[src/rtl/calc1_req_queue_pkg.sv]
// Shared types, command codes and the legality helper for the calc1 request queue.
package calc1_req_queue_pkg;

  localparam int DATA_W = 32;
  localparam int CMD_W  = 4;
  localparam int TAG_W  = 2;

  localparam logic [CMD_W-1:0] CMD_ADD = 4'd1;
  localparam logic [CMD_W-1:0] CMD_SUB = 4'd2;
  localparam logic [CMD_W-1:0] CMD_SHL = 4'd5;
  localparam logic [CMD_W-1:0] CMD_SHR = 4'd6;

  typedef enum logic [1:0] {
    RESP_NONE = 2'b00,
    RESP_OK   = 2'b01,
    RESP_OVF  = 2'b10,
    RESP_INV  = 2'b11
  } resp_e;

  typedef enum logic {
    S_IDLE = 1'b0,
    S_OP2  = 1'b1
  } cap_state_e;

  typedef struct packed {
    logic [CMD_W-1:0]  cmd;
    logic [DATA_W-1:0] op1;
    logic [DATA_W-1:0] op2;
    logic [TAG_W-1:0]  tag;
  } req_t;

  function automatic logic cmd_is_legal(input logic [CMD_W-1:0] cmd);
    return (cmd == CMD_ADD) || (cmd == CMD_SUB) || (cmd == CMD_SHL) || (cmd == CMD_SHR);
  endfunction

endpackage

[src/rtl/calc1_req_queue_if.sv]
// Port-side request bus plus ALU-side handshake of the calc1 request queue.
interface calc1_req_queue_if #(
  parameter int CNT_W = 8
);
  import calc1_req_queue_pkg::*;

  logic [CMD_W-1:0]  cmd_in;
  logic [DATA_W-1:0] data_in;
  logic              alu_valid;
  logic              alu_ready;
  logic [CMD_W-1:0]  alu_cmd;
  logic [DATA_W-1:0] alu_op1;
  logic [DATA_W-1:0] alu_op2;
  logic [TAG_W-1:0]  alu_tag;
  logic [1:0]        rej_resp;
  logic              fifo_full;
  logic [CNT_W-1:0]  drop_cnt;

  // Requester/ALU side of the bus.
  modport master (
    output cmd_in, data_in, alu_ready,
    input  alu_valid, alu_cmd, alu_op1, alu_op2, alu_tag, rej_resp, fifo_full, drop_cnt
  );

  // Request queue side of the bus.
  modport slave (
    input  cmd_in, data_in, alu_ready,
    output alu_valid, alu_cmd, alu_op1, alu_op2, alu_tag, rej_resp, fifo_full, drop_cnt
  );

endinterface

[src/rtl/calc1_req_queue_fifo.sv]
// Synchronous FIFO: storage, wrapping pointers, occupancy count, registered full/empty.
// The caller never pushes into a full FIFO unless it pops in the same cycle.
module calc1_req_queue_fifo #(
  parameter int WIDTH = 8,
  parameter int DEPTH = 4
) (
  input  logic             i_clk,
  input  logic             i_rst,
  input  logic             i_push,
  input  logic [WIDTH-1:0] i_wdata,
  input  logic             i_pop,
  output logic [WIDTH-1:0] o_rdata,
  output logic             o_empty,
  output logic             o_full
);

  localparam int PTR_W = (DEPTH > 1) ? $clog2(DEPTH) : 1;
  localparam int CNT_W = $clog2(DEPTH + 1);

  logic [WIDTH-1:0] r_mem [DEPTH];
  logic [PTR_W-1:0] r_wr_ptr;
  logic [PTR_W-1:0] r_rd_ptr;
  logic [CNT_W-1:0] r_count;
  logic             r_empty;
  logic             r_full;
  logic [CNT_W-1:0] w_count_nxt;

  // Occupancy after this cycle's push/pop.
  always_comb begin
    w_count_nxt = r_count + CNT_W'(i_push) - CNT_W'(i_pop);
  end

  // Entry storage.
  // NOTE: the data array has no reset; validity is tracked by the count, so clearing it buys nothing.
  always_ff @(posedge i_clk) begin
    if (i_push) r_mem[r_wr_ptr] <= i_wdata;
  end

  // Pointers, count and the registered status flags; DEPTH is a power of 2 so pointers wrap naturally.
  // NOTE: state registers use non-blocking assignments so every flop samples pre-edge values.
  always_ff @(posedge i_clk or posedge i_rst) begin
    if (i_rst) begin
      r_wr_ptr <= '0;
      r_rd_ptr <= '0;
      r_count  <= '0;
      r_empty  <= 1'b1;
      r_full   <= 1'b0;
    end else begin
      if (i_push) r_wr_ptr <= r_wr_ptr + PTR_W'(1);
      if (i_pop)  r_rd_ptr <= r_rd_ptr + PTR_W'(1);
      r_count <= w_count_nxt;
      r_empty <= (w_count_nxt == '0);
      r_full  <= (w_count_nxt == CNT_W'(DEPTH));
    end
  end

  assign o_rdata = r_mem[r_rd_ptr];
  assign o_empty = r_empty;
  assign o_full  = r_full;

endmodule

[src/rtl/calc1_req_queue.sv]
// calc1 request front-end: two-cycle capture FSM, command validation, sequence tags,
// drop counting and a small FIFO feeding the ALU over valid/ready.
module calc1_req_queue
  import calc1_req_queue_pkg::*;
#(
  parameter int DEPTH = 4,
  parameter int CNT_W = 8
) (
  input  logic               i_clk,
  input  logic               i_rst,
  calc1_req_queue_if.slave   io_port
);

  cap_state_e        r_state;
  cap_state_e        w_state_nxt;
  logic              w_cap_cmd;
  logic              w_cap_op2;
  logic [CMD_W-1:0]  r_cmd;
  logic [DATA_W-1:0] r_op1;
  logic [DATA_W-1:0] r_op2;
  logic              r_done;
  logic [TAG_W-1:0]  r_tag;
  logic [CNT_W-1:0]  r_drop_cnt;
  logic              w_legal;
  logic              w_pop;
  logic              w_push;
  logic              w_drop;
  logic              w_empty;
  logic              w_full;
  req_t              w_entry;
  req_t              w_head;

  // Capture FSM state register.
  always_ff @(posedge i_clk or posedge i_rst) begin
    if (i_rst) r_state <= S_IDLE;
    else       r_state <= w_state_nxt;
  end

  // Next state and capture strobes; cmd_in is ignored while collecting operand2.
  // NOTE: every output of this block gets a default first so no latch can be inferred.
  always_comb begin
    w_state_nxt = r_state;
    w_cap_cmd   = 1'b0;
    w_cap_op2   = 1'b0;
    unique case (r_state)
      S_IDLE: begin
        if (io_port.cmd_in != '0) begin
          w_cap_cmd   = 1'b1;
          w_state_nxt = S_OP2;
        end
      end
      S_OP2: begin
        w_cap_op2   = 1'b1;
        w_state_nxt = S_IDLE;
      end
      default: w_state_nxt = S_IDLE;
    endcase
  end

  // Request holding registers; r_done marks the completion cycle after operand2.
  always_ff @(posedge i_clk or posedge i_rst) begin
    if (i_rst) begin
      r_cmd  <= '0;
      r_op1  <= '0;
      r_op2  <= '0;
      r_done <= 1'b0;
    end else begin
      if (w_cap_cmd) begin
        r_cmd <= io_port.cmd_in;
        r_op1 <= io_port.data_in;
      end
      if (w_cap_op2) r_op2 <= io_port.data_in;
      r_done <= w_cap_op2;
    end
  end

  // Completion decision: a pop in the same cycle frees a slot for the push.
  always_comb begin
    w_legal = cmd_is_legal(r_cmd);
    w_pop   = !w_empty && io_port.alu_ready;
    w_push  = r_done && w_legal && (!w_full || w_pop);
    w_drop  = r_done && w_legal && w_full && !w_pop;
  end

  assign w_entry = '{cmd: r_cmd, op1: r_op1, op2: r_op2, tag: r_tag};

  // Sequence tag advances only on an accepted push; drop counter saturates.
  always_ff @(posedge i_clk or posedge i_rst) begin
    if (i_rst) begin
      r_tag      <= '0;
      r_drop_cnt <= '0;
    end else begin
      if (w_push) r_tag <= r_tag + TAG_W'(1);
      if (w_drop && (r_drop_cnt != '1)) r_drop_cnt <= r_drop_cnt + CNT_W'(1);
    end
  end

  calc1_req_queue_fifo #(
    .WIDTH ($bits(req_t)),
    .DEPTH (DEPTH)
  ) u_fifo (
    .i_clk   (i_clk),
    .i_rst   (i_rst),
    .i_push  (w_push),
    .i_wdata (w_entry),
    .i_pop   (w_pop),
    .o_rdata (w_head),
    .o_empty (w_empty),
    .o_full  (w_full)
  );

  // Head fields are forced to zero while nothing is presented, so stale storage never leaks out.
  assign io_port.alu_valid = !w_empty;
  assign io_port.alu_cmd   = w_empty ? '0 : w_head.cmd;
  assign io_port.alu_op1   = w_empty ? '0 : w_head.op1;
  assign io_port.alu_op2   = w_empty ? '0 : w_head.op2;
  assign io_port.alu_tag   = w_empty ? '0 : w_head.tag;
  assign io_port.rej_resp  = (r_done && (!w_legal || w_drop)) ? RESP_INV : RESP_NONE;
  assign io_port.fifo_full = w_full;
  assign io_port.drop_cnt  = r_drop_cnt;

endmodule

[src/flat_wrapper.sv]
// flat-port wrapper written by rule: the top's interface ports become plain ports
module calc1_req_queue_flat import calc1_req_queue_pkg::*;
#(
  parameter int DEPTH = 4,
  parameter int CNT_W = 8
)
  (i_clk, i_rst, io_port_cmd_in, io_port_data_in, io_port_alu_ready, io_port_alu_valid, io_port_alu_cmd, io_port_alu_op1, io_port_alu_op2, io_port_alu_tag, io_port_rej_resp, io_port_fifo_full, io_port_drop_cnt);
  calc1_req_queue_if #(.CNT_W(CNT_W)) io_port_i ();
  input  logic i_clk;
  input  logic i_rst;
  input wire logic [$bits(io_port_i.cmd_in)-1:0] io_port_cmd_in;
  input wire logic [$bits(io_port_i.data_in)-1:0] io_port_data_in;
  input wire logic [$bits(io_port_i.alu_ready)-1:0] io_port_alu_ready;
  output wire logic [$bits(io_port_i.alu_valid)-1:0] io_port_alu_valid;
  output wire logic [$bits(io_port_i.alu_cmd)-1:0] io_port_alu_cmd;
  output wire logic [$bits(io_port_i.alu_op1)-1:0] io_port_alu_op1;
  output wire logic [$bits(io_port_i.alu_op2)-1:0] io_port_alu_op2;
  output wire logic [$bits(io_port_i.alu_tag)-1:0] io_port_alu_tag;
  output wire logic [$bits(io_port_i.rej_resp)-1:0] io_port_rej_resp;
  output wire logic [$bits(io_port_i.fifo_full)-1:0] io_port_fifo_full;
  output wire logic [$bits(io_port_i.drop_cnt)-1:0] io_port_drop_cnt;
  assign io_port_i.cmd_in = io_port_cmd_in;
  assign io_port_i.data_in = io_port_data_in;
  assign io_port_i.alu_ready = io_port_alu_ready;
  assign io_port_alu_valid = io_port_i.alu_valid;
  assign io_port_alu_cmd = io_port_i.alu_cmd;
  assign io_port_alu_op1 = io_port_i.alu_op1;
  assign io_port_alu_op2 = io_port_i.alu_op2;
  assign io_port_alu_tag = io_port_i.alu_tag;
  assign io_port_rej_resp = io_port_i.rej_resp;
  assign io_port_fifo_full = io_port_i.fifo_full;
  assign io_port_drop_cnt = io_port_i.drop_cnt;
  calc1_req_queue #(.DEPTH(DEPTH), .CNT_W(CNT_W)) u_core (.i_clk(i_clk), .i_rst(i_rst), .io_port(io_port_i));
endmodule
[config.mk]
export PLATFORM = sky130hd
export DESIGN_NAME = calc1_req_queue_flat
export DESIGN_NICKNAME = d
export VERILOG_FILES = /design/src/rtl/calc1_req_queue_pkg.sv /design/src/rtl/calc1_req_queue_if.sv /design/src/rtl/calc1_req_queue_fifo.sv /design/src/rtl/calc1_req_queue.sv /design/src/flat_wrapper.sv
export SDC_FILE = /design/constraint.sdc
export NUM_CORES = 1
export LEC_CHECK = 0
export CORE_MARGIN = 3
export CORE_UTILIZATION = 30
export CTS_CLUSTER_SIZE = 20
export DETAILED_ROUTE_END_ITERATION = 8
export GPL_TIMING_DRIVEN = 0
export SLEW_MARGIN = 20
export SYNTH_ARGS = -nofsm -noshare
export SYNTH_HDL_FRONTEND = slang
export SYNTH_HIERARCHICAL = 1
export SYNTH_SLANG_ARGS = --single-unit
[constraint.sdc]
create_clock -name i_clk -period 4.45 [get_ports i_clk]
set_input_delay 0.6675 -clock i_clk [delete_from_list [all_inputs] [get_ports i_clk]]
set_output_delay 0.6675 -clock i_clk [all_outputs]
set_load 0.01 [all_outputs]
==> metrics.sh, run 1 <==
FP.DIEH_UM=224
INITIAL_ANTENNA_VIOLATION_COUNT=1
GP_CONGESTION=0.679
ROUTED_WIRELENGTH_UM=30900
HPWL_UM=19200
SYNTH.YOSYS.WARNINGS=6
POWER_DENSITY_mW_PER_MM2=656
IR_DROP_mV=0.228
NUMBER_OF_GLOBAL_ROUTE_VIAS_BEFORE_REPAIR=7241
VIAS=6774
INTPOWER_W=0.00844
POWER.CLOCK.FRACTION_PCT=29.3
SYN-NUM-NETS=727
SLEW_HEADROOM_PCT=40.6
LARGEST_NET_DEGREE_AT_THE_START_OF_GLOBAL_ROUTING=43
POWER.NET_SWITCHING_W=0.00319
CELLLEAKAGEPOWER_nW=6.09
DIE_X_UM=224
CLOCK_TREE_FROM_TRITONCTS='built'
POST-LAYOUT-TOTAL-POWER_W=0.0116
SETUP.WORST_PATH.END_CLASS='output pin'
POWER.SHARE.SWITCHING_PCT=27.4
RSZ0062_AT_GRT='false'
PLACEMENT.IO_BUFFERS=120
DP_SLACK_NS=0.532
POST_SYNTH_MUX_AREA_SHARE_PCT=16.5
POST_SYNTH_FA_HA_MAJ_AREA_FRACTION_PCT=0.756
ANTENNA_LEFT=0
XOR_XNOR_SHARE_OF_THE_SYNTHESIZED_AREA_PCT=0.897
FINAL_MAX_SLEW_VIOLS=0
HOLD_CLASS='flop to flop'
GRTUSAGETOTAL_PCT=12.5
INITIALDRTVIOLATIONCOUNT=265
CP.REQUIRED_NS=3.78
CLK_PIN_SLEW_WORST_PATHS_NS=0.05
FP.COREAREA_MM2=0.0468
TIMING_HOLD_VIOLATIONS_FINAL=0
WL_PER_CELL_UM=20.8
DRT_FIRST_PASS_ITERS=4
SYNTH-COMPOUND-AREA-SHARE_PCT=0.317
DIE_AREA_MM2=0.0501
POSTCTSSETUPBUFFERS=0
POST_CTS_SIZING_COUNT=0
CRITICAL_PATH_PEAK_FANOUT=10
FIN_WS_NS=0.708
SYNTH.AVG_CELL_AREA_UM2=20.9
MAX_CAP_VIOL_COUNT=0
COUNT_OF_H_TREE_LEVELS_BUILT_DURING_CTS=2
IO_PINS=121
DETAIL_ROUTE.VIAS_PER_CELL=4.56
CP_DATA_ARRIVAL_TIME_NS=3.07
SYN_TO_FINAL_GROWTH_PCT=24.6
WORSTSKEWPAIRLATENCY_NS=0.54
PERIOD_NEEDED_NS=3.74
TIMING.CLOCK.SKEW_NS=0.0146
CRITICALPATHCATEGORY='flop to output pin'
DRT_DRC_VIOLATIONS_LEFT=0
SIMPLE_GATE_AREA_SHARE_OF_THE_YOSYS_NETLIST_PCT=4.56
YOSYSUNIQUECELLTYPES=38
TIMING.CRITICAL_PATH.FROM_TYPE='flop'
MIN_PERIOD_OVER_PERIOD_PCT=84.1
POST_SYNTH_INST_COUNT=680
SYNTHESIS.AREA_MM2=0.0142
CTS_SINKS=369
FLOORPLAN.INITIALDENSITY_PCT=30.4
CTS.HOLD.BUFFERS_ADDED=0
CTS_ROOT_BUFFER_TYPE='sky130_fd_sc_hd__clkbuf_16'
GR-TOTAL-OVERFLOW=0
NUMCTSBUFFERS=40
TIMING.FMAX_GHz=0.267
COMBINATIONALPOWERSHARE_PCT=30.6
SEQPWRFRAC_PCT=40.1
TIMING.FINAL.SETUP_VIOLATIONS=0
WORSTMARGINPINSLEW_NS=0.891
RESULT_OF_THE_RUN='finished, final reports clean'
PLACEMENT_ROWS=79
NUM-NETS-FINAL=895
YS_FF_LATCH=369
GRT_FIRST_PASS_WIRELENGTH_UM=46500
CLOCK_PATH_BUFFERS=3
FINAL_LAYOUT_SIZE_SUFFIX_GT1_SHARE_PCT=26.7
LARGEST_FAMILY_OF_LOGIC_CELLS_BY_SYNTHESIZED_AREA='multiplexers'
PORTION_OF_THE_POST_SYNTHESIS_AREA_USED_BY_SEQUENTIAL_ELEMENTS_PCT=74.7
cells by family (layout without fill, tap and decap cells):
logic type,count (synthesis),in the layout
AO/OA/AOI/OAI,7,7
XOR/XNOR,13,13
adder cells (fa/ha/maj),8,8
buffers and inverters,45,242
flip-flops,369,369
multiplexers,138,138
other,0,1
AND/OR/NAND/NOR,100,100
worst max-delay path: stages, from the launching register on:
cell,delay (ns)
sky130_fd_sc_hd__dfrtp_1,0.31
sky130_fd_sc_hd__clkbuf_1,0.50
sky130_fd_sc_hd__buf_2,0.45
sky130_fd_sc_hd__mux4_2,0.26
sky130_fd_sc_hd__nor2b_1,0.39
sky130_fd_sc_hd__clkdlybuf4s50_1,0.63
worst paths after layout:
check	slack, ns	startpoint	cells past startpoint	to
worst min register to register	0.38	u_core/r_state	0	u_core/r_done
worst max-delay path	0.71	u_core/u_fifo/r_rd_ptr[1]	5	io_port_alu_op2[30]
worst min-delay path	0.38	u_core/r_state	0	u_core/r_done
max in group asynchronous	3.31	i_rst	3	u_core/r_op1[20]
worst max register to register	1.57	u_core/u_fifo/o_empty	5	u_core/u_fifo/r_mem[0][13]
min in group asynchronous	0.52	i_rst	2	u_core/u_fifo/r_count[2]
cell type report:
cell class,count,area (um2)
diodes,1,2.50
plain buffers,34,274
clock buffers,54,1120
clock inverters,17,240
fillers,4295,29000
inverters,11,46.3
multi-input cells,266,3300
flip-flops and latches,369,10600
well taps,607,759
repair buffers,126,1350
power groups by stage:
stage	registers (W)	clock network [W]	logic (W)
floorplan	0.00467	0	0.00207
global placement	0.00474	0	0.00359
detailed placement	0.00474	0	0.00367
CTS	0.00467	0.00351	0.00368
global route	0.00473	0.00365	0.00385
finish	0.00466	0.00341	0.00356
sequential cells by signal, indices dropped and copies added, names as in the netlist:
name / count
u_core/io_port.drop_cnt: 8
u_core/r_cmd: 4
u_core/r_done: 1
u_core/r_op1: 32
u_core/r_op2: 32
u_core/r_state: 1
u_core/r_tag: 2
u_core/u_fifo/o_empty: 1
u_core/u_fifo/o_full: 1
u_core/u_fifo/r_count: 3
u_core/u_fifo/r_mem: 280
u_core/u_fifo/r_rd_ptr: 2
u_core/u_fifo/r_wr_ptr: 2
cells in the mapped netlist:
cell	n	area, um2
sky130_fd_sc_hd__a21boi_1	1	7.51
sky130_fd_sc_hd__mux4_1	2	52.6
sky130_fd_sc_hd__nor4_1	1	6.26
sky130_fd_sc_hd__edfxtp_1	280	8410
sky130_fd_sc_hd__o21bai_1	1	7.51
sky130_fd_sc_hd__mux2_1	1	11.3
sky130_fd_sc_hd__buf_2	8	40.0
sky130_fd_sc_hd__nor4_4	2	42.5
sky130_fd_sc_hd__inv_2	1	3.75
sky130_fd_sc_hd__nor3_1	4	20.0
sky130_fd_sc_hd__a211oi_1	2	15.0
sky130_fd_sc_hd__buf_4	2	15.0
sky130_fd_sc_hd__xor2_1	9	78.8
sky130_fd_sc_hd__buf_1	2	7.51
sky130_fd_sc_hd__nor2_1	2	7.51
sky130_fd_sc_hd__o21ai_0	3	15.0
sky130_fd_sc_hd__xnor2_1	3	26.3
sky130_fd_sc_hd__buf_12	7	140
sky130_fd_sc_hd__nor2b_1	71	444
sky130_fd_sc_hd__clkbuf_1	13	48.8
sky130_fd_sc_hd__nand3_1	3	15.0
sky130_fd_sc_hd__dfrtp_1	88	2200
sky130_fd_sc_hd__fa_1	1	20.0
sky130_fd_sc_hd__mux2_2	67	754
sky130_fd_sc_hd__or2b_2	1	8.76
sky130_fd_sc_hd__nor3b_1	1	7.51
sky130_fd_sc_hd__buf_6	2	22.5
sky130_fd_sc_hd__or4b_4	1	13.8
sky130_fd_sc_hd__inv_1	10	37.5
sky130_fd_sc_hd__and4_1	2	17.5
sky130_fd_sc_hd__xnor3_1	1	22.5
sky130_fd_sc_hd__nand2_1	6	22.5
sky130_fd_sc_hd__ha_1	7	87.6
sky130_fd_sc_hd__and2_1	4	25.0
sky130_fd_sc_hd__mux4_2	68	1530
sky130_fd_sc_hd__nand2b_1	1	6.26
sky130_fd_sc_hd__nor3b_2	1	12.5
sky130_fd_sc_hd__dfstp_2	1	26.3
cells in the final DEF, fill, tap and decap left out, drive strengths merged, types with 2 or more instances in the layout:
master and count:
a211oi 2, and2 4, and4 2, buf 27
bufinv 6, clkbuf 67, clkdlybuf4s50 120, clkinv 9
clkinvlp 2, dfrtp 88, edfxtp 280, ha 7
inv 11, mux2 68, mux4 70, nand2 6
nand3 3, nor2 2, nor2b 71, nor3 4
nor3b 2, nor4 3, o21ai 3, xnor2 3
xor2 9
per-stage QoR:
step,hold slack (ns),setup TNS (ns),instance area [um2],cells,utilization (%)
after global placement,0.360,-483.76,16200,1407,34.6
after CTS,0.383,0,17700,1484,37.9
after global routing,0.396,0,17700,1484,37.9
final,0.380,0,17700,1485,37.9
after floorplan,0.352,0,14200,680,-
after detailed placement,0.363,0,16400,1413,35.0
metal layers:
metal  up-vias  track usage, %  part of all wire (%)
li1       2996               -                     -
met1      3610            16.8                    45
met3        41            3.09                   4.3
met4         2            2.89                   1.5
met5         -               0                 0.045
met2       125            20.7                    49
Note: power is estimated with default switching activity, not from simulation.
==> run 2: changes to the inputs <==
==> constraint.sdc (replaced) <==
create_clock -name i_clk -period 3.08 [get_ports i_clk]
set_input_delay 0.462 -clock i_clk [delete_from_list [all_inputs] [get_ports i_clk]]
set_output_delay 0.462 -clock i_clk [all_outputs]
set_load 0.01 [all_outputs]
==> metrics.sh, run 2 (synthesis results as in run 1) <==
PLACEMENT_ROWS=79  # unchanged
LEADING_CELL_TYPE_IN_THE_LAYOUT_FILL_AND_TAPS_EXCLUDED='sky130_fd_sc_hd__edfxtp_1'
MIN_PERIOD_OVER_PERIOD_PCT=96.3
ANTENNA_CELLS_INSERTED=0  # -1
WL_PER_CELL_UM=20.6  # -0.89%
CTS_ROOT_BUFFER_TYPE='sky130_fd_sc_hd__clkbuf_16'
FP.COREAREA_MM2=0.0468  # unchanged
CELLLEAKAGEPOWER_nW=6.11  # +0.47%
DIE_AREA_MM2=0.0501  # unchanged
DRT_DRC_VIOLATIONS_LEFT=0  # unchanged
CP_DATA_ARRIVAL_TIME_NS=2.50  # -0.57 ns
POWER.SHARE.SWITCHING_PCT=27.5  # +0.10 points
INTPOWER_W=0.0121  # +43%
WHS_NS=0.302  # -0.0783 ns
DRT_FIRST_PASS_ITERS=4  # unchanged
GR-TOTAL-OVERFLOW=0  # unchanged
LARGEST_NET_DEGREE_AT_THE_START_OF_GLOBAL_ROUTING=55  # +28%
CLOCK_TREE_FROM_TRITONCTS='built'
CLOCK_PATH_BUFFERS=3  # unchanged
SLEW_HEADROOM_PCT=37.1  # -3.4 points
REGISTERS.TOP_BY_FF_COUNT='u_core/u_fifo/r_mem'
GRT_FIRST_PASS_WIRELENGTH_UM=45600  # -2.1%
HOLD_CLASS='primary input to async pin'
GRTUSAGETOTAL_PCT=12.4  # -0.14 points
NUMBER_OF_GLOBAL_ROUTE_VIAS_BEFORE_REPAIR=7145  # -1.3%
CTS_SINKS=369  # unchanged
ANTENNA_LEFT=0  # unchanged
REG2REG_DEPTH=5  # unchanged
DIE_X_UM=224  # unchanged
CRITPATHLAUNCH='u_core/u_fifo/r_rd_ptr[0]'
TIMING.FINAL.SETUP_VIOLATIONS=0  # unchanged
LARGEST_REGISTER_FFS=280  # unchanged
TIMING.CLOCK.SKEW_NS=0.0136  # -0.00101 ns
PLACEMENT.IO_BUFFERS=120  # unchanged
ROUTED_WIRELENGTH_UM=30600  # -0.96%
RESULT_OF_THE_RUN='finished, final reports clean'
CRITICAL_PATH_PEAK_FANOUT=10  # unchanged
NUM-NETS-FINAL=894  # -0.11%
INITIAL_ANTENNA_VIOLATION_COUNT=0  # -1
POSTCTSSETUPBUFFERS=0  # unchanged
WORSTSKEWPAIRLATENCY_NS=0.54  # about the same
TIMING.FMAX_GHz=0.337
COMBINATIONALPOWERSHARE_PCT=30.6  # about the same
GP_CONGESTION=0.667  # -1.7%
MAX_CAP_VIOL_COUNT=0  # unchanged
CP.REQUIRED_NS=2.62  # -1.16 ns
LAYOUT_TOP_REGISTERS='u_core/u_fifo/r_mem x280, u_core/r_op1 x32, u_core/r_op2 x32'
COMMONEST_CELLS_AFTER_ROUTING_FILL_AND_TAPS_ASIDE='280 x sky130_fd_sc_hd__edfxtp_1, 118 x sky130_fd_sc_hd__clkdlybuf4s50_1, 87 x sky130_fd_sc_hd__dfrtp_1, 71 x sky130_fd_sc_hd__nor2b_1, 68 x sky130_fd_sc_hd__mux4_2'
POWER_DENSITY_mW_PER_MM2=942  # +44%
VIAS=6721  # -0.78%
POWER.NET_SWITCHING_W=0.00459  # +44%
IO_PINS=121  # unchanged
FLOORPLAN.INITIALDENSITY_PCT=30.4  # unchanged
REGTOREGSTARTPOINT='u_core/u_fifo/o_empty'
INITIALDRTVIOLATIONCOUNT=431  # +63%
SETUP_TOTAL_NEGATIVE_SLACK_NS=0  # unchanged
WORST-R2R-SETUP-SLACK_NS=0.21  # -1.36 ns
RSZ0062_AT_GRT='false'
WORSTREG2REGEND='u_core/u_fifo/r_mem[2][16]'
HPWL_UM=18900  # -1.7%
SEQPWRFRAC_PCT=40.6  # +0.5 points
WORSTMARGINPINSLEW_NS=0.943  # +0.0514 ns
FINAL_MAX_SLEW_VIOLS=0  # unchanged
TIMING.CRITICAL_PATH.FROM_TYPE='flop'
NUMCTSBUFFERS=40  # unchanged
FP.DIEH_UM=224  # unchanged
SETUP.WORST_PATH.END_CLASS='output pin'
CLK_PIN_SLEW_WORST_PATHS_NS=0.06  # about the same
SYN_TO_FINAL_GROWTH_PCT=24.5  # about the same
CRITICALPATHCATEGORY='flop to output pin'
FINAL_LAYOUT_SIZE_SUFFIX_GT1_SHARE_PCT=27.5  # +0.80 points
DETAIL_ROUTE.VIAS_PER_CELL=4.53  # -0.72%
TIMING_HOLD_VIOLATIONS_FINAL=0  # unchanged
COUNT_OF_H_TREE_LEVELS_BUILT_DURING_CTS=2  # unchanged
IR_DROP_mV=0.405  # +77%
PERIOD_NEEDED_NS=2.97
POWER.CLOCK.FRACTION_PCT=28.8  # -0.5 points
## run 2: final cells by class
cell class | instances | area, um2
Inverter | 11 | 46.3
Tap cell | 607 | 759
Fill cell | 4319 | 29000
Timing Repair Buffer | 126 | 1360
Clock buffer | 53 | 1100
Buffer | 33 | 294
Clock inverter | 19 | 225
Multi-Input combinational cell | 266 | 3300
Sequential cell | 369 | 10600
## run 2: how the worst max path moves through the flow
stage / endpoint
final: io_port_alu_op1[6]
after CTS: io_port_alu_op1[30]
after floorplan: u_core/u_fifo/r_mem[1][0]
after detailed placement: u_core/u_fifo/r_mem[2][18]
after global routing: io_port_alu_op1[8]
after global placement: u_core/r_op2[16]
## run 2: per-stage QoR
| step | utilization [%] | cells | area [um2] | setup WS [ns] | total power, W |
|---|---|---|---|---|---|
| after floorplan | - | 680 | 14200 | 0.106 | 0.00972 |
| after global placement | 34.6 | 1407 | 16200 | -1.61 | 0.0120 |
| after detailed placement | 35.0 | 1413 | 16400 | -0.656 | 0.0121 |
| after CTS | 37.9 | 1484 | 17700 | 0.000171 | 0.0170 |
| after global routing | 37.9 | 1484 | 17700 | 0.00410 | 0.0175 |
| final | 37.9 | 1484 | 17700 | 0.114 | 0.0167 |
## run 2: timing repair
action                     CTS  global route
gates resized for setup     10             7
cloned                       0             0
hold buffers                 0             0
setup endpoints to repair  254            15
## run 2: worst max-delay path: stages, from the launching register on
cell	delay, ns
sky130_fd_sc_hd__dfrtp_1	0.36
sky130_fd_sc_hd__buf_8	0.21
sky130_fd_sc_hd__buf_12	0.19
sky130_fd_sc_hd__mux4_2	0.54
sky130_fd_sc_hd__nor2b_1	0.15
sky130_fd_sc_hd__clkdlybuf4s50_1	0.50
## run 2: power groups by stage
stage / registers, W / logic [W] / clock network, W
floorplan: 0.00673 / 0.00299 / 0
global placement: 0.00682 / 0.00519 / 0
detailed placement: 0.00685 / 0.00529 / 0
CTS: 0.00678 / 0.00529 / 0.00496
global route: 0.00687 / 0.00553 / 0.00514
finish: 0.00678 / 0.00511 / 0.00480
## run 2: layer usage
metal / up-vias / share of wire (%) / track usage (%)
met3: 47 / 4.1 / 2.41
met4: 0 / 2.3 / 3.96
met5: - / 0 / 0
met1: 3532 / 46 / 17.2
met2: 150 / 48 / 19.8
li1: 2992 / - / -
==> run 3: changes to the inputs <==
--- a/config.mk
+++ b/config.mk
@@ -5,7 +5,7 @@
 export SDC_FILE = /design/constraint.sdc
 export NUM_CORES = 1
 export LEC_CHECK = 0
-export CORE_MARGIN = 3
+export ABC_CLOCK_PERIOD_IN_PS = 3080
 export CORE_UTILIZATION = 30
 export CTS_CLUSTER_SIZE = 20
 export DETAILED_ROUTE_END_ITERATION = 8
==> metrics.sh, run 3 (synthesis results as in run 1) <==
PLACED_CELL_AREA_MM2=0.0164  # about the same
CRITICAL_PATH_PEAK_FANOUT=10  # unchanged
NUM-NETS-FINAL=893  # -0.11%
ROUTED_WIRELENGTH_UM=30500  # about the same
CLK_PIN_SLEW_WORST_PATHS_NS=0.06  # about the same
POST-PLACE-CELLS=1413  # unchanged
FINAL_MAX_SLEW_VIOLS=0  # unchanged
TIMING.CLOCK.SKEW_NS=0.00973  # -0.00386 ns
RESULT_OF_THE_RUN='finished, violations left'
IR_DROP_mV=0.367  # -9.2%
WL_PER_CELL_UM=20.6  # about the same
GRTUSAGETOTAL_PCT=13.2  # +0.79 points
SYN_TO_FINAL_GROWTH_PCT=23.9
DRT_FIRST_PASS_ITERS=7  # +3
GR-TOTAL-OVERFLOW=0  # unchanged
FP.COREAREA_MM2=0.0467  # -0.21%
CLOCK_PATH_BUFFERS=3  # unchanged
GRT_FIRST_PASS_WIRELENGTH_UM=45700  # +0.26%
CTS_ROOT_BUFFER_TYPE='sky130_fd_sc_hd__clkbuf_16'
NUMCTSBUFFERS=39  # -2.5%
INITIALDRTVIOLATIONCOUNT=452  # +4.9%
DETAIL_ROUTE.VIAS_PER_CELL=4.54  # +0.14%
FINAL_LAYOUT_SIZE_SUFFIX_GT1_SHARE_PCT=26.9  # -0.54 points
HPWL_UM=18800  # -0.56%
ANTENNA_LEFT=0  # unchanged
FAILING_CHECKS='design-rule violations'
FIN_UTIL_PCT=37.8  # -0.097 points
POWER_DENSITY_mW_PER_MM2=933  # -0.98%
FP.DIEH_UM=220  # -1.8%
PLACEMENT_ROWS=79  # unchanged
NUMBER_OF_GLOBAL_ROUTE_VIAS_BEFORE_REPAIR=7255  # +1.5%
INITIAL_ANTENNA_VIOLATION_COUNT=0  # unchanged
LARGEST_NET_DEGREE_AT_THE_START_OF_GLOBAL_ROUTING=57  # +3.6%
ANTENNA_CELLS_INSERTED=0  # unchanged
REG2REG_DEPTH=5  # unchanged
REGISTERS.TOP_BY_FF_COUNT='u_core/u_fifo/r_mem'
TIMING.CRITICAL_PATH.FROM_TYPE='flop'
POST-ROUTE-CELL-AREA_MM2=0.0176  # -0.47%
SETUP.WORST_PATH.END_CLASS='output pin'
TIMING.FMAX_GHz=0.332  # -1.4%
DRT_DRC_VIOLATIONS_LEFT=14  # +14
MIN_PERIOD_OVER_PERIOD_PCT=97.7  # +1.4 points
CTS_SINKS=369  # unchanged
HOLD_CLASS='primary input to async pin'
TIMING_HOLD_VIOLATIONS_FINAL=0  # unchanged
DIE_X_UM=220  # -1.8%
LEADING_CELL_TYPE_IN_THE_LAYOUT_FILL_AND_TAPS_EXCLUDED='sky130_fd_sc_hd__edfxtp_1'
COUNT_OF_H_TREE_LEVELS_BUILT_DURING_CTS=2  # unchanged
CLOCK_TREE_FROM_TRITONCTS='built'
TIMING.FINAL.SETUP_VIOLATIONS=0  # unchanged
CP.REQUIRED_NS=2.62  # about the same
CRITICALPATHCATEGORY='flop to output pin'
WORSTSKEWPAIRLATENCY_NS=0.54  # about the same
FINAL-INSTANCE-COUNT-EXCL-FILL=1483  # -0.067%
PERIOD_NEEDED_NS=3.01  # +0.0426 ns
RSZ0062_AT_GRT='true'
VIAS=6726  # +0.074%
CP_DATA_ARRIVAL_TIME_NS=2.55  # +0.05 ns
CELLLEAKAGEPOWER_nW=6.07  # -0.65%
IO_PINS=121  # unchanged
GP_CONGESTION=0.683  # +2.3%
WHS_NS=0.291  # -0.0115 ns
FLOORPLAN.INITIALDENSITY_PCT=30.5  # +0.064 points
LAYOUT_TOP_REGISTERS='u_core/u_fifo/r_mem x280, u_core/r_op1 x32, u_core/r_op2 x32'
SLEW_HEADROOM_PCT=40.7  # +3.6 points
PLACEMENT.IO_BUFFERS=120  # unchanged
POSTCTSSETUPBUFFERS=0  # unchanged
MAX_CAP_VIOL_COUNT=0  # unchanged
DIE_AREA_MM2=0.0483  # -3.5%
COMMONEST_CELLS_AFTER_ROUTING_FILL_AND_TAPS_ASIDE='280 x sky130_fd_sc_hd__edfxtp_1, 118 x sky130_fd_sc_hd__clkdlybuf4s50_1, 87 x sky130_fd_sc_hd__dfrtp_1, 71 x sky130_fd_sc_hd__nor2b_1, 68 x sky130_fd_sc_hd__mux4_2'
WORSTMARGINPINSLEW_NS=0.889  # -0.0536 ns
LARGEST_REGISTER_FFS=280  # unchanged
==> run 3: cell count changes in the layout (fill, tap and decap cells not counted) <==
cell	previous run	this run
sky130_fd_sc_hd__clkbuf_4	2	0
sky130_fd_sc_hd__bufinv_16	5	3
sky130_fd_sc_hd__clkinv_4	0	1
sky130_fd_sc_hd__clkbuf_8	3	2
sky130_fd_sc_hd__clkinv_1	3	2
sky130_fd_sc_hd__buf_8	1	0
sky130_fd_sc_hd__clkinvlp_4	2	1
sky130_fd_sc_hd__buf_2	3	6
sky130_fd_sc_hd__buf_4	5	4
sky130_fd_sc_hd__clkbuf_2	6	5
sky130_fd_sc_hd__clkbuf_1	15	20
sky130_fd_sc_hd__buf_6	1	2
sky130_fd_sc_hd__inv_6	2	1
==> run 3: power breakdown <==
group	switching [W]	total, W	internal (W)	leakage, nW
clock network	0.00185	0.00460	0.00275	0.616
registers	0.000433	0.00678	0.00635	3.59
logic	0.00227	0.00507	0.00280	1.87
total	0.00456	0.0164	0.0119	6.07
==> run 3: through the flow <==
step	setup TNS, ns	total power [W]	setup WS [ns]
3_5_place_dp	-26.36	0.0121	-0.202
2_1_floorplan	0	0.00972	0.106
6_report	0	0.0164	0.0715
5_1_grt	-0.249	0.0173	-0.0409
4_1_cts	0	0.0168	0.00589
3_3_place_gp	-527.61	0.0120	-1.61
==> run 3: worst paths after layout <==
kind / startpoint / endpoint / slack (ns)
max in group asynchronous: i_rst / u_core/r_op2[9] / 2.14
min in group i_clk: u_core/r_state / u_core/r_done / 0.38
min: i_rst / u_core/io_port.drop_cnt[1] / 0.29
min reg2reg: u_core/r_state / u_core/r_done / 0.38
max: u_core/u_fifo/r_rd_ptr[1] / io_port_alu_op1[30] / 0.07
max reg2reg: u_core/u_fifo/o_empty / u_core/u_fifo/r_mem[2][50] / 0.19
==> run 3: per-layer routing <==
layer	GRT usage, %	wire length, um	vias to the layer above
met1	17.4	13500	3562
met3	3.15	1590	34
met2	21.8	15100	144
met4	3.22	410	0
li1	-	-	2986
met5	0	0	-
==> run 3: timing repair <==
action / CTS / global route
hold buffers: 0 / 0
gates cloned: 0 / 0
gates resized for setup: 7 / 4
endpoints found under the setup margin: 70 / 17
hold endpoints to repair: 0 / 0
==> run 3: critical path: stages (launching register included) <==
cell and delay, ns:
sky130_fd_sc_hd__dfrtp_2 0.56, sky130_fd_sc_hd__buf_2 0.35, sky130_fd_sc_hd__mux4_2 0.24, sky130_fd_sc_hd__nor2b_1 0.27
sky130_fd_sc_hd__clkdlybuf4s50_1 0.60
==> run 3: final cells by class <==
type	count	area [um2]
buffer	33	282
fill	4342	29000
clock buffer	56	1100
inverter	11	46.3
multi-input combinational	266	3300
tap	607	759
clock inverter	15	154
timing repair buffer	126	1360
sequential	369	10600
